===== src/rtl/led_sequencer.sv =====
// led_sequencer: bus-mapped LED pattern engine.
// Feeds the LED output register with static, blinking or rotating images at a
// programmable tick period, so software only has to program four registers.
// Register map (word addressed): 0 CTRL, 1 PATTERN, 2 PERIOD, 3 STATUS.
// Optional build macro LED_SEQ_IRQ_EN adds an irq output that flags a wrap of
// the STATUS step counter; the default build has no irq port.
module led_sequencer #(
    parameter int CNT_W  = 32,
    parameter int STEP_W = 16
) (
    input  logic        clk,
    input  logic        reset,
    input  logic [1:0]  Addr,
    input  logic        WE,
    input  logic [31:0] Din,
    output logic [31:0] Dout,
    output logic        led_we,
    output logic [31:0] led_din
`ifdef LED_SEQ_IRQ_EN
    ,
    output logic        irq
`endif
);

    typedef enum logic [1:0] {
        IDLE = 2'd0,
        RUN  = 2'd1,
        PUSH = 2'd2
    } state_t;

    localparam logic [1:0] MODE_STATIC = 2'd0;
    localparam logic [1:0] MODE_BLINK  = 2'd1;
    localparam logic [1:0] MODE_ROTL   = 2'd2;
    localparam logic [1:0] MODE_ROTR   = 2'd3;

    state_t             r_state;
    state_t             w_nextState;
    logic               r_en;
    logic [1:0]         r_mode;
    logic [31:0]        r_pattern;
    logic [CNT_W-1:0]   r_period;
    logic [STEP_W-1:0]  r_steps;
    logic [31:0]        r_img;
    logic               r_phase;
    logic [CNT_W-1:0]   r_cnt;

    logic               w_wrCtrl;
    logic               w_wrPattern;
    logic               w_wrPeriod;
    logic               w_tick;
    logic [CNT_W-1:0]   w_eff;

    assign w_wrCtrl    = WE && (Addr == 2'd0);
    assign w_wrPattern = WE && (Addr == 2'd1);
    assign w_wrPeriod  = WE && (Addr == 2'd2);

    // A zero period would never expire, so it behaves like a period of one.
    assign w_eff = (r_period == '0) ? CNT_W'(1) : r_period;

    // A step happens when the countdown expires in an animated mode; a restart
    // write in the same cycle takes priority and the step is dropped.
    assign w_tick = (r_state == RUN) && (r_cnt == '0) && (r_mode != MODE_STATIC)
                    && !w_wrCtrl && !w_wrPattern;

    // State register.
    always_ff @(posedge clk) begin
        if (reset) r_state <= IDLE;
        else       r_state <= w_nextState;
    end

    // Next-state logic: CTRL/PATTERN writes restart or stop the engine from any state.
    always_comb begin
        w_nextState = r_state;
        if (w_wrCtrl) begin
            w_nextState = Din[0] ? PUSH : IDLE;
        end else if (w_wrPattern && r_en) begin
            w_nextState = PUSH;
        end else begin
            case (r_state)
                IDLE:    w_nextState = IDLE;
                PUSH:    w_nextState = r_en ? RUN : IDLE;
                RUN:     w_nextState = w_tick ? PUSH : RUN;
                default: w_nextState = IDLE;
            endcase
        end
    end

    // Output logic: the LED image is presented only during the one-cycle push.
    always_comb begin
        led_we  = 1'b0;
        led_din = '0;
        if (r_state == PUSH) begin
            led_we  = 1'b1;
            led_din = ((r_mode == MODE_BLINK) && r_phase) ? 32'd0 : r_img;
        end
    end

    // Register file, working image, blink phase, step counter and tick countdown.
    always_ff @(posedge clk) begin
        if (reset) begin
            r_en      <= 1'b0;
            r_mode    <= MODE_STATIC;
            r_pattern <= '0;
            r_period  <= '0;
            r_steps   <= '0;
            r_img     <= '0;
            r_phase   <= 1'b0;
            r_cnt     <= '0;
        end else begin
            if (w_wrCtrl) begin
                r_en   <= Din[0];
                r_mode <= Din[2:1];
                if (Din[0]) begin
                    r_img   <= r_pattern;
                    r_phase <= 1'b0;
                    r_steps <= '0;
                end
            end
            if (w_wrPattern) begin
                r_pattern <= Din;
                r_img     <= Din;
                r_phase   <= 1'b0;
            end
            if (w_wrPeriod) begin
                r_period <= Din[CNT_W-1:0];
            end
            if (r_state == PUSH) begin
                r_cnt <= w_eff - CNT_W'(1);
            end else if (r_state == RUN) begin
                r_cnt <= r_cnt - CNT_W'(1);
            end
            if (w_tick) begin
                case (r_mode)
                    MODE_BLINK: r_phase <= ~r_phase;
                    MODE_ROTL:  r_img   <= {r_img[30:0], r_img[31]};
                    MODE_ROTR:  r_img   <= {r_img[0], r_img[31:1]};
                    default:    r_img   <= r_img;
                endcase
                r_steps <= r_steps + STEP_W'(1);
            end
        end
    end

`ifdef LED_SEQ_IRQ_EN
    logic r_irq;
    logic w_wrStatus;

    assign w_wrStatus = WE && (Addr == 2'd3);
    assign irq        = r_irq;

    // Wrap flag: set when a step rolls the counter over, cleared by any STATUS write.
    always_ff @(posedge clk) begin
        if (reset)                         r_irq <= 1'b0;
        else if (w_wrStatus)               r_irq <= 1'b0;
        else if (w_tick && (r_steps == '1)) r_irq <= 1'b1;
    end
`endif

    // Read mux: combinational on Addr, unused bits read as zero.
    always_comb begin
        Dout = '0;
        case (Addr)
            2'd0: Dout[2:0] = {r_mode, r_en};
            2'd1: Dout = r_pattern;
            2'd2: Dout[CNT_W-1:0] = r_period;
            2'd3: begin
                Dout[STEP_W-1:0] = r_steps;
`ifdef LED_SEQ_IRQ_EN
                Dout[31] = r_irq;
`endif
            end
            default: Dout = '0;
        endcase
    end

endmodule


===== config.mk =====
export PLATFORM = sky130hd
export DESIGN_NAME = led_sequencer
export DESIGN_NICKNAME = d
export VERILOG_FILES = /design/src/rtl/led_sequencer.sv
export SDC_FILE = /design/constraint.sdc
export NUM_CORES = 1
export LEC_CHECK = 0
export ABC_AREA = 1
export BUFFER_PORTS_ARGS = -buffer_cell sky130_fd_sc_hd__buf_4
export CORE_MARGIN = 5
export CORE_UTILIZATION = 29
export CTS_BUF_LIST = sky130_fd_sc_hd__clkbuf_16
export DETAILED_ROUTE_END_ITERATION = 6
export MAX_ROUTING_LAYER = met4
export PLACE_DENSITY_LB_ADDON = 0.25
export RECOVER_POWER = 100
export SKIP_CTS_REPAIR_TIMING = 1
export SLEW_MARGIN = 15
export SYNTH_ARGS = -nofsm -noshare
export SYNTH_HDL_FRONTEND = slang
export SYNTH_SLANG_ARGS = --single-unit

===== constraint.sdc =====
create_clock -name clk -period 3.2 [get_ports clk]
set_input_delay 0.48 -clock clk [delete_from_list [all_inputs] [get_ports clk]]
set_output_delay 0.48 -clock clk [all_outputs]
set_load 0.01 [all_outputs]

==> results of run 1 <==
-- per-layer routing --
layer  vias up  GRT usage, %
met3        39          2.45
met2       225          27.0
met4         0          4.61
li1       4879             -
met1      4342          25.6
met5         -             -
-- flip-flops by register name, indices dropped and copies added (netlist names) --
| signal | flops |
|---|---|
| r_period | 32 |
| r_state | 2 |
| r_en | 1 |
| r_phase | 1 |
| r_cnt | 32 |
| r_img | 32 |
| r_pattern | 32 |
| r_steps | 16 |
| r_mode | 2 |
-- Yosys cell counts, types with 8 or more instances --
cell      instances  area [um^2]
o21ai_0         136          681
nand4_1          15         93.8
nand2_2          10         62.6
o21ai_1          27          135
buf_1             9         33.8
nor2_2           15         93.8
o211ai_1         11         82.6
dfxtp_1         150         3000
buf_2             9         45.0
nor3_1           12         60.1
inv_1           180          676
ha_1              9          113
o22ai_1          33          206
nor2_1          143          537
clkbuf_1         58          218
xor2_1            8         70.1
nand3_1          66          330
a21oi_1         128          641
nand2_1         400         1500
-- where the power goes --
part           total (mW)  internal (mW)  switching [mW]  leakage [nW]
Combinational       0.718          0.245           0.473          3.13
Sequential           2.00           1.93          0.0630          1.22
Clock                2.01           1.05           0.966         0.291
-- worst max-delay path, stage by stage, from the launching register on --
cell,delay [ns]
dfxtp_1,0.31
inv_1,0.09
ha_4,0.36
buf_4,0.40
buf_4,0.40
nand3_1,0.12
inv_1,0.09
clkbuf_1,0.17
-- logic make-up (layout without fill, tap and decap cells) --
family,after synthesis,in the layout
compound gates,358,358
xor+xnor,13,13
fa+ha+maj,9,9
simple gates,676,676
buf+inv,270,340
flops,150,150
-- area by class of cell --
type                            count  area, um^2  share of cell area, %
Clock buffer                       17         425                   4.07
Multi-Input combinational cell   1056        4980                   47.7
Tap cell                          396         495                   4.75
Timing Repair Buffer              122         682                   6.53
Clock inverter                     15         156                   1.50
Inverter                          186         698                   6.69
Sequential cell                   150        3000                   28.8
-- worst paths after layout --
check,startpoint,endpoint,slack (ns),depth (start not counted)
min,Din[20],r_period[20],0.32,3
max,r_state[0],led_din[11],0.33,7
min reg2reg,r_steps[14],r_steps[14],0.46,2
max reg2reg,r_state[0],r_cnt[15],0.36,16
-- through the flow --
step | std cells | worst slack, ns | utilization [%]
floorplan | 1476 | 0.587 | -
global placement | 1910 | 0.707 | 32.9
detailed placement | 1910 | 0.667 | 32.9
global route | 1942 | 0.0576 | 34.0
finish | 1942 | 0.329 | 34.0
CTS | 1942 | 0.319 | 34.8
-- placed cells by master (no fill, tap or decap), drive strengths merged --
cell type / n
nand2: 411
inv: 195
o21ai: 168
nor2: 161
dfxtp: 150
a21oi: 129
clkbuf: 83
nand3: 67
buf: 56
o22ai: 33
nand4: 15
nor3: 14
o211ai: 11
ha: 9
xor2: 8
o21a: 6
clkinv: 6
a31oi: 5
xnor2: 5
nor3b: 3
a221oi: 2
nand3b: 2
nor4: 2
a32oi: 1
and2: 1
o21bai: 1
a22oi: 1
a211oi: 1
==> results.md, run 1 <==
- Met2 WL: 13.9 mm
- Starting Density: 29.5%
- Post-synthesis cell area: 9060 um^2
- Arrival time worst endpoint: 2.39 ns
- Compound-gate portion of the synthesized area: 21.3%
- Cells after Synth: 1,476
- Setup total negative slack: 0 ns
- Avg WL per Cell: 16.1 um
- Worst Tran Pin Value: 2.50 ns
- Slew HR: -66.7%
- Async set-reset flop share out of synthesis: 0%
- Max Cap Viol: 1
- Synth Area per Inst: 6.14 um^2
- Pre-antenna DRT Iters: 5
- Mux share of post-synthesis cell area: 0%
- CTS tree: yes
- Met1 WL: 15.4 mm
- Met3 routed WL: 1.24 mm
- Area of placed instances: 10,100 um^2
- Die Area: 34,900 um^2
- Synth Area in XOR/XNOR: 1.26%
- Number of fill cells: 3,503
- Antenna Nets Post-Route: 0
- Clock slew at reported path FFs: 0.07 ns
- Clock sink total: 150
- TritonCTS Buffers: 17
- FMAX: 348 MHz
- Core Footprint: 30,700 um^2
- Largest net degree at the start of global routing: 48
- Clock root cell: clkbuf_16
- First-pass GRT wire length: 50.0 mm
- Max VDD drop: 335 uV
- Final instance area: 10,400 um^2
- Layout cells sized above 1: 8.54%
- Mapped Nets: 1,522
- Port bufs: 101
- Design Power: 4.73 mW
- Final setup fails: 0
- Initial antenna violation count: 0
- Final number of hold-violating endpoints: 0
- Htree depth: 4
- Row cnt: 64
- Worst setup SP type: flop
- Synthesis-to-finish area growth: 15.3%
- Clk_lat worst skew: 0.44 ns
- Critical path peak fanout: 34
- Tot GR Track Use: 18.0%
- Power density over cell area: 453 nW/um^2
- Final hold slack: 0.324 ns
- CTS Buffer Depth: 2
- Clock Skew: 0.0191 ns
- Outcome: finished, violations left
- Via/cell ratio: 4.88
- Number of remaining DRC errors: 0
- ANT cells: 0
- Simple-Gate Fraction of Synth Area: 31.1%
- Final RePlAce weighted congestion: 0.944
- Fin. max-slew vios: 48
- Worst min path class: in -> reg
- Top layer in use: met4
- I/O pin cnt: 102
- CP required: 2.72 ns
- Post-synth EDFFs: 0
- Dpl hpwl: 23.4 mm
- Die Y: 187 um
- Dominant synthesized flop cell: dfxtp_1
- Die X-Extent: 187 um
- Vias post-DR: 9,485
- Crit Path Category: reg -> out
- Grt total ovfl: 0
- Yosys reg bits: 150
- WL final: 31.3 mm
- Post-Synth Adder-Cell Area: 1.24%
- Syn. warnings: 0
- Fin crit share: 89.7%
- DR iter-0 viols: 804
- Lkg Pwr: 4.64 nW
- Post-synthesis cell type count: 44
- Fin crit period: 2.87 ns
- Layout Nets: 1,579
- Largest family of logic cells by synthesized area: simple AND/OR/NAND/NOR gates
- Vias in the first global route: 8,859
- Failing checks: capacitance limit, slew limit
- Worst setup EP type: output pin
- Register area share after synthesis: 33.2%
- RSZ-0062 raised after global routing: no
(Power assumes the default switching activity.)
==> run 2, diff against run 1 <==
==> constraint.sdc (replaced) <==
create_clock -name clk -period 3.2 [get_ports clk]
set_input_delay 0.16 -clock clk [delete_from_list [all_inputs] [get_ports clk]]
set_output_delay 0.16 -clock clk [all_outputs]
set_load 0.01 [all_outputs]
==> results.md, run 2 (synthesized netlist as in run 1, its figures left out) <==
- Outcome: finished, violations left
- Failing checks: capacitance limit, slew limit
- Die X-Extent: 187 um (unchanged)
- Grt total ovfl: 0 (unchanged)
- Worst path buffer plus inverter count: 2 (-3)
- Final number of hold-violating endpoints: 0 (unchanged)
- Clock root cell: clkbuf_16
- ANT cells: 0 (unchanged)
- Commonest non-fill, non-tap cell in the layout: nand2_1
- Layout cells sized above 1: 7.72% (-0.82 points)
- Most common cell on crit path: nand2_1
- I/O pin cnt: 102 (unchanged)
- Fin crit share: 89.5% (-0.18 points)
- Die Area: 34,900 um^2 (unchanged)
- Crit Path Category: reg -> reg
- Tot GR Track Use: 18.4% (+0.42 points)
- CP Cell Sequence: inv_1 -> ha_1 -> nand2_1 -> nor3_1 -> nand3_1 -> nor2_1 -> nand2_1 -> inv_1 -> nor2_1 -> nand2_1 -> a21oi_1
- CTS Buffer Depth: 2 (unchanged)
- Via/cell ratio: 4.93 (+1.0%)
- Fin. max-slew vios: 118 (+150%)
- Final setup fails: 0 (unchanged)
- Final RePlAce weighted congestion: 0.895 (-5.2%)
- Max VDD drop: 302 uV (-9.9%)
- Lkg Pwr: 4.60 nW (-0.74%)
- Pre-antenna DRT Iters: 5 (unchanged)
- Row cnt: 64 (unchanged)
- FMAX: 349 MHz (+0.20%)
- Max Cap Viol: 2 (+1)
- Worst setup SP type: flop
- Layout Nets: 1,575 (-0.25%)
- DR iter-0 viols: 677 (-16%)
- Clock sink total: 150 (unchanged)
- Largest net degree at the start of global routing: 84 (+75%)
- Port bufs: 101 (unchanged)
- Slowest Stage Delay on Critical Path: 0.73 ns (+0.33 ns)
- Most frequent cells in the layout: 402 x nand2_1, 181 x inv_1, 150 x dfxtp_1
- RSZ-0062 raised after global routing: no
- Htree depth: 4 (unchanged)
- Clk_lat worst skew: 0.44 ns (about the same)
- Antenna Nets Post-Route: 0 (unchanged)
- Clock slew at reported path FFs: 0.06 ns (about the same)
- WL final: 32.1 mm (+2.8%)
- Power density over cell area: 460 nW/um^2 (+1.7%)
- CP required: 3.53 ns (+0.81 ns)
- First-pass GRT wire length: 51.0 mm (+2.0%)
- Starting Density: 29.5% (unchanged)
- Clock Skew: 0.0159 ns (-0.00317 ns)
- Number of remaining DRC errors: 0 (unchanged)
- Vias post-DR: 9,558 (+0.77%)
- Synthesis-to-finish area growth: 14.9%
- CTS tree: yes
- Critical path peak fanout: 10 (-71%)
- Slew HR: -29.5% (+37 points)
- Worst setup EP type: flop
- Arrival time worst endpoint: 3.19 ns (+0.80 ns)
- Worst min path class: in -> reg
- Fin crit period: 2.87 ns (-0.00585 ns)
- Initial antenna violation count: 0 (unchanged)
- Worst Tran Pin Value: 1.94 ns (-0.558 ns)
- Vias in the first global route: 8,979 (+1.4%)
- Setup total negative slack: 0 ns (unchanged)
- Core Footprint: 30,700 um^2 (unchanged)
- Final hold slack: 0.0135 ns (-0.310 ns)
- Dpl hpwl: 23.7 mm (+1.2%)
- Slowest cell on the critical path: nor2_1
- Avg WL per Cell: 16.6 um (+3.1%)
- CP top delay family: simple AND/OR/NAND/NOR gates
- TritonCTS Buffers: 17 (unchanged)
- Die Y: 187 um (unchanged)
-- run 2: cell type report --
class | instances | area [um^2]
Clock buffer | 17 | 425
Inverter | 186 | 698
Clock inverter | 14 | 165
Fill cell | 3530 | 20300
Multi-Input combinational cell | 1056 | 4960
Tap cell | 396 | 495
Sequential cell | 150 | 3000
Timing Repair Buffer | 118 | 657
-- run 2: metal layers --
metal  GRT usage (%)  wire, um
met1            26.2     16000
met4            4.15       453
met5               -         0
met3            2.52      1380
met2            27.9     14300
-- run 2: power breakdown --
group / switching, mW / internal [mW]
clock network: 0.905 / 1.17
registers: 0.0607 / 1.93
logic: 0.477 / 0.243
-- run 2: path summary, 6_finish.rpt --
kind / from / end / slack [ns] / depth (start not counted)
worst max-delay path: r_state[1] / r_steps[1] / 0.33 / 11
worst min-delay path: Din[2] / r_mode[1] / 0.01 / 3
worst max register to register: r_state[1] / r_steps[1] / 0.33 / 11
worst min register to register: r_steps[14] / r_steps[14] / 0.46 / 2
-- run 2: tightest hold or removal path: stages --
cell	delay, ns
buf_4	0.13
nand2_1	0.06
a21oi_1	0.05
-- run 2: per-stage QoR --
| step | setup WS (ns) | instances | util, % | power [mW] | area (um^2) |
|---|---|---|---|---|---|
| 2_1_floorplan | 0.587 | 1476 | - | 2.52 | 9060 |
| 3_3_place_gp | 0.674 | 1905 | 32.8 | 2.77 | 10100 |
| 3_5_place_dp | 0.612 | 1905 | 32.8 | 2.77 | 10100 |
| 4_1_cts | 0.598 | 1936 | 34.7 | 4.85 | 10700 |
| 5_1_grt | 0.147 | 1937 | 33.8 | 5.01 | 10400 |
| 6_report | 0.335 | 1937 | 33.8 | 4.79 | 10400 |
==> run 3, diff against run 2 <==
==> constraint.sdc (replaced) <==
create_clock -name clk -period 3.3 [get_ports clk]
set_input_delay 0.165 -clock clk [delete_from_list [all_inputs] [get_ports clk]]
set_output_delay 0.165 -clock clk [all_outputs]
set_load 0.01 [all_outputs]
==> results.md, run 3 (synthesized netlist as in run 1, its figures left out) <==
- Worst path buffer plus inverter count: 4 (+2)
- CP top delay family: buffers and inverters
- WL final: 32.1 mm (-0.28%)
- CP required: 3.13 ns (-0.40 ns)
- CTS Buffer Depth: 2 (unchanged)
- Core Footprint: 30,700 um^2 (unchanged)
- Number of remaining DRC errors: 0 (unchanged)
- Inst Count DP: 1,903 (-0.10%)
- Slew HR: -11.8% (+18 points)
- Crit Path Category: in -> out
- Clock Skew: 0.0192 ns (+0.00333 ns)
- Final RePlAce weighted congestion: 0.894 (-0.11%)
- Commonest non-fill, non-tap cell in the layout: nand2_1
- Fin crit period: 2.76 ns
- Slowest Stage Delay on Critical Path: 1.14 ns (+0.41 ns)
- Row cnt: 64 (unchanged)
- Most frequent cells in the layout: 399 x nand2_1, 182 x inv_1, 150 x dfxtp_1
- Worst Tran Pin Value: 1.68 ns (-0.266 ns)
- Worst min path class: in -> reg
- Die Y: 187 um (unchanged)
- Power density over cell area: 439 nW/um^2 (-4.6%)
- Clock sink total: 150 (unchanged)
- Synthesis-to-finish area growth: 14.5%
- Die X-Extent: 187 um (unchanged)
- RSZ-0062 raised after global routing: no
- Outcome: finished, violations left
- Layout Nets: 1,572 (-0.19%)
- Fin. max-slew vios: 130 (+10%)
- Via/cell ratio: 4.99 (+1.0%)
- Worst setup EP type: output pin
- Dpl hpwl: 23.2 mm (-2.2%)
- Port bufs: 101 (unchanged)
- Tot GR Track Use: 18.4% (-0.065 points)
- Final hold slack: 0.00851 ns (-0.00497 ns)
- Vias post-DR: 9,648 (+0.94%)
- FMAX: 362 MHz
- Final setup fails: 0 (unchanged)
- Final core occ: 33.7% (-0.13 points)
- Avg WL per Cell: 16.6 um (-0.18%)
- Largest net degree at the start of global routing: 94 (+12%)
- Final number of hold-violating endpoints: 0 (unchanged)
- Grt total ovfl: 0 (unchanged)
- CTS tree: yes
- ANT cells: 0 (unchanged)
- Clock root cell: clkbuf_16
- Clk_lat worst skew: 0.44 ns (about the same)
- Max VDD drop: 223 uV (-26%)
- Slowest cell on the critical path: clkbuf_1
- Fin cells: 1,935 (-0.10%)
- Number of fill cells: 3,485 (-1.3%)
- Lkg Pwr: 4.57 nW (-0.65%)
- Die Area: 34,900 um^2 (unchanged)
- Htree depth: 4 (unchanged)
- I/O pin cnt: 102 (unchanged)
- Antenna Nets Post-Route: 0 (unchanged)
- Most common cell on crit path: clkbuf_1
- Worst setup SP type: input pin
- Initial antenna violation count: 0 (unchanged)
- DR iter-0 viols: 859 (+27%)
- Failing checks: capacitance limit, slew limit
- Clock slew at reported path FFs: 0.07 ns (about the same)
- Fin crit share: 83.6%
- Layout cells sized above 1: 8.06% (+0.33 points)
- TritonCTS Buffers: 17 (unchanged)
- Setup total negative slack: 0 ns (unchanged)
- First-pass GRT wire length: 51.3 mm (+0.49%)
- Vias in the first global route: 9,156 (+2.0%)
- Starting Density: 29.5% (unchanged)
- CP Cell Sequence: clkbuf_1 -> inv_1 -> ha_1 -> clkbuf_1 -> nand2_1 -> a32oi_1 -> clkbuf_1
- Critical path peak fanout: 32 (+22)
- Max Cap Viol: 3 (+1)
- Arrival time worst endpoint: 2.59 ns (-0.60 ns)
- Pre-antenna DRT Iters: 5 (unchanged)
[run 3: layout make-up]
cell class	count	area, um^2	area share (%)
repair buffers	115	626	6.04
well taps	396	495	4.78
flip-flops and latches	150	3000	29.0
multi-input cells	1056	4980	48.1
inverters	186	698	6.74
clock buffers	17	425	4.10
clock inverters	15	133	1.28
[run 3: tightest hold or removal path: cells and delay by family]
family	cells	cell delay, ns
AO/OA/AOI/OAI	1	0.07
buffers and inverters	1	0.08
AND/OR/NAND/NOR	1	0.08
[run 3: power by group]
part	switching (mW)	leakage (nW)	total, mW	internal, mW
sequential	0.0590	1.22	1.93	1.88
combinational	0.468	3.08	0.705	0.236
clock	0.919	0.273	1.92	0.996
[run 3: worst paths after layout]
check,start,end,slack (ns),cells after the start
worst min-delay path,Din[21],r_period[21],0.009,3
worst max register to register,r_state[0],r_cnt[31],0.74,13
worst min register to register,r_steps[5],r_steps[5],0.47,2
worst max-delay path,Addr[1],Dout[1],0.54,7
[run 3: stage by stage]
stage	area [um^2]	power [mW]	setup WS, ns
2_1_floorplan	9060	2.44	0.687
3_3_place_gp	10100	2.69	0.760
3_5_place_dp	10100	2.69	0.761
4_1_cts	10600	4.59	0.732
5_1_grt	10400	4.76	0.361
6_report	10400	4.55	0.541
[run 3: per-layer routing]
metal | up-vias | part of all wire, % | GRT usage, %
met5 | - | 0 | -
met4 | 0 | 2.0 | 4.86
met3 | 42 | 5.8 | 3.05
met2 | 316 | 44 | 27.5
met1 | 4432 | 48 | 25.7
li1 | 4858 | - | -
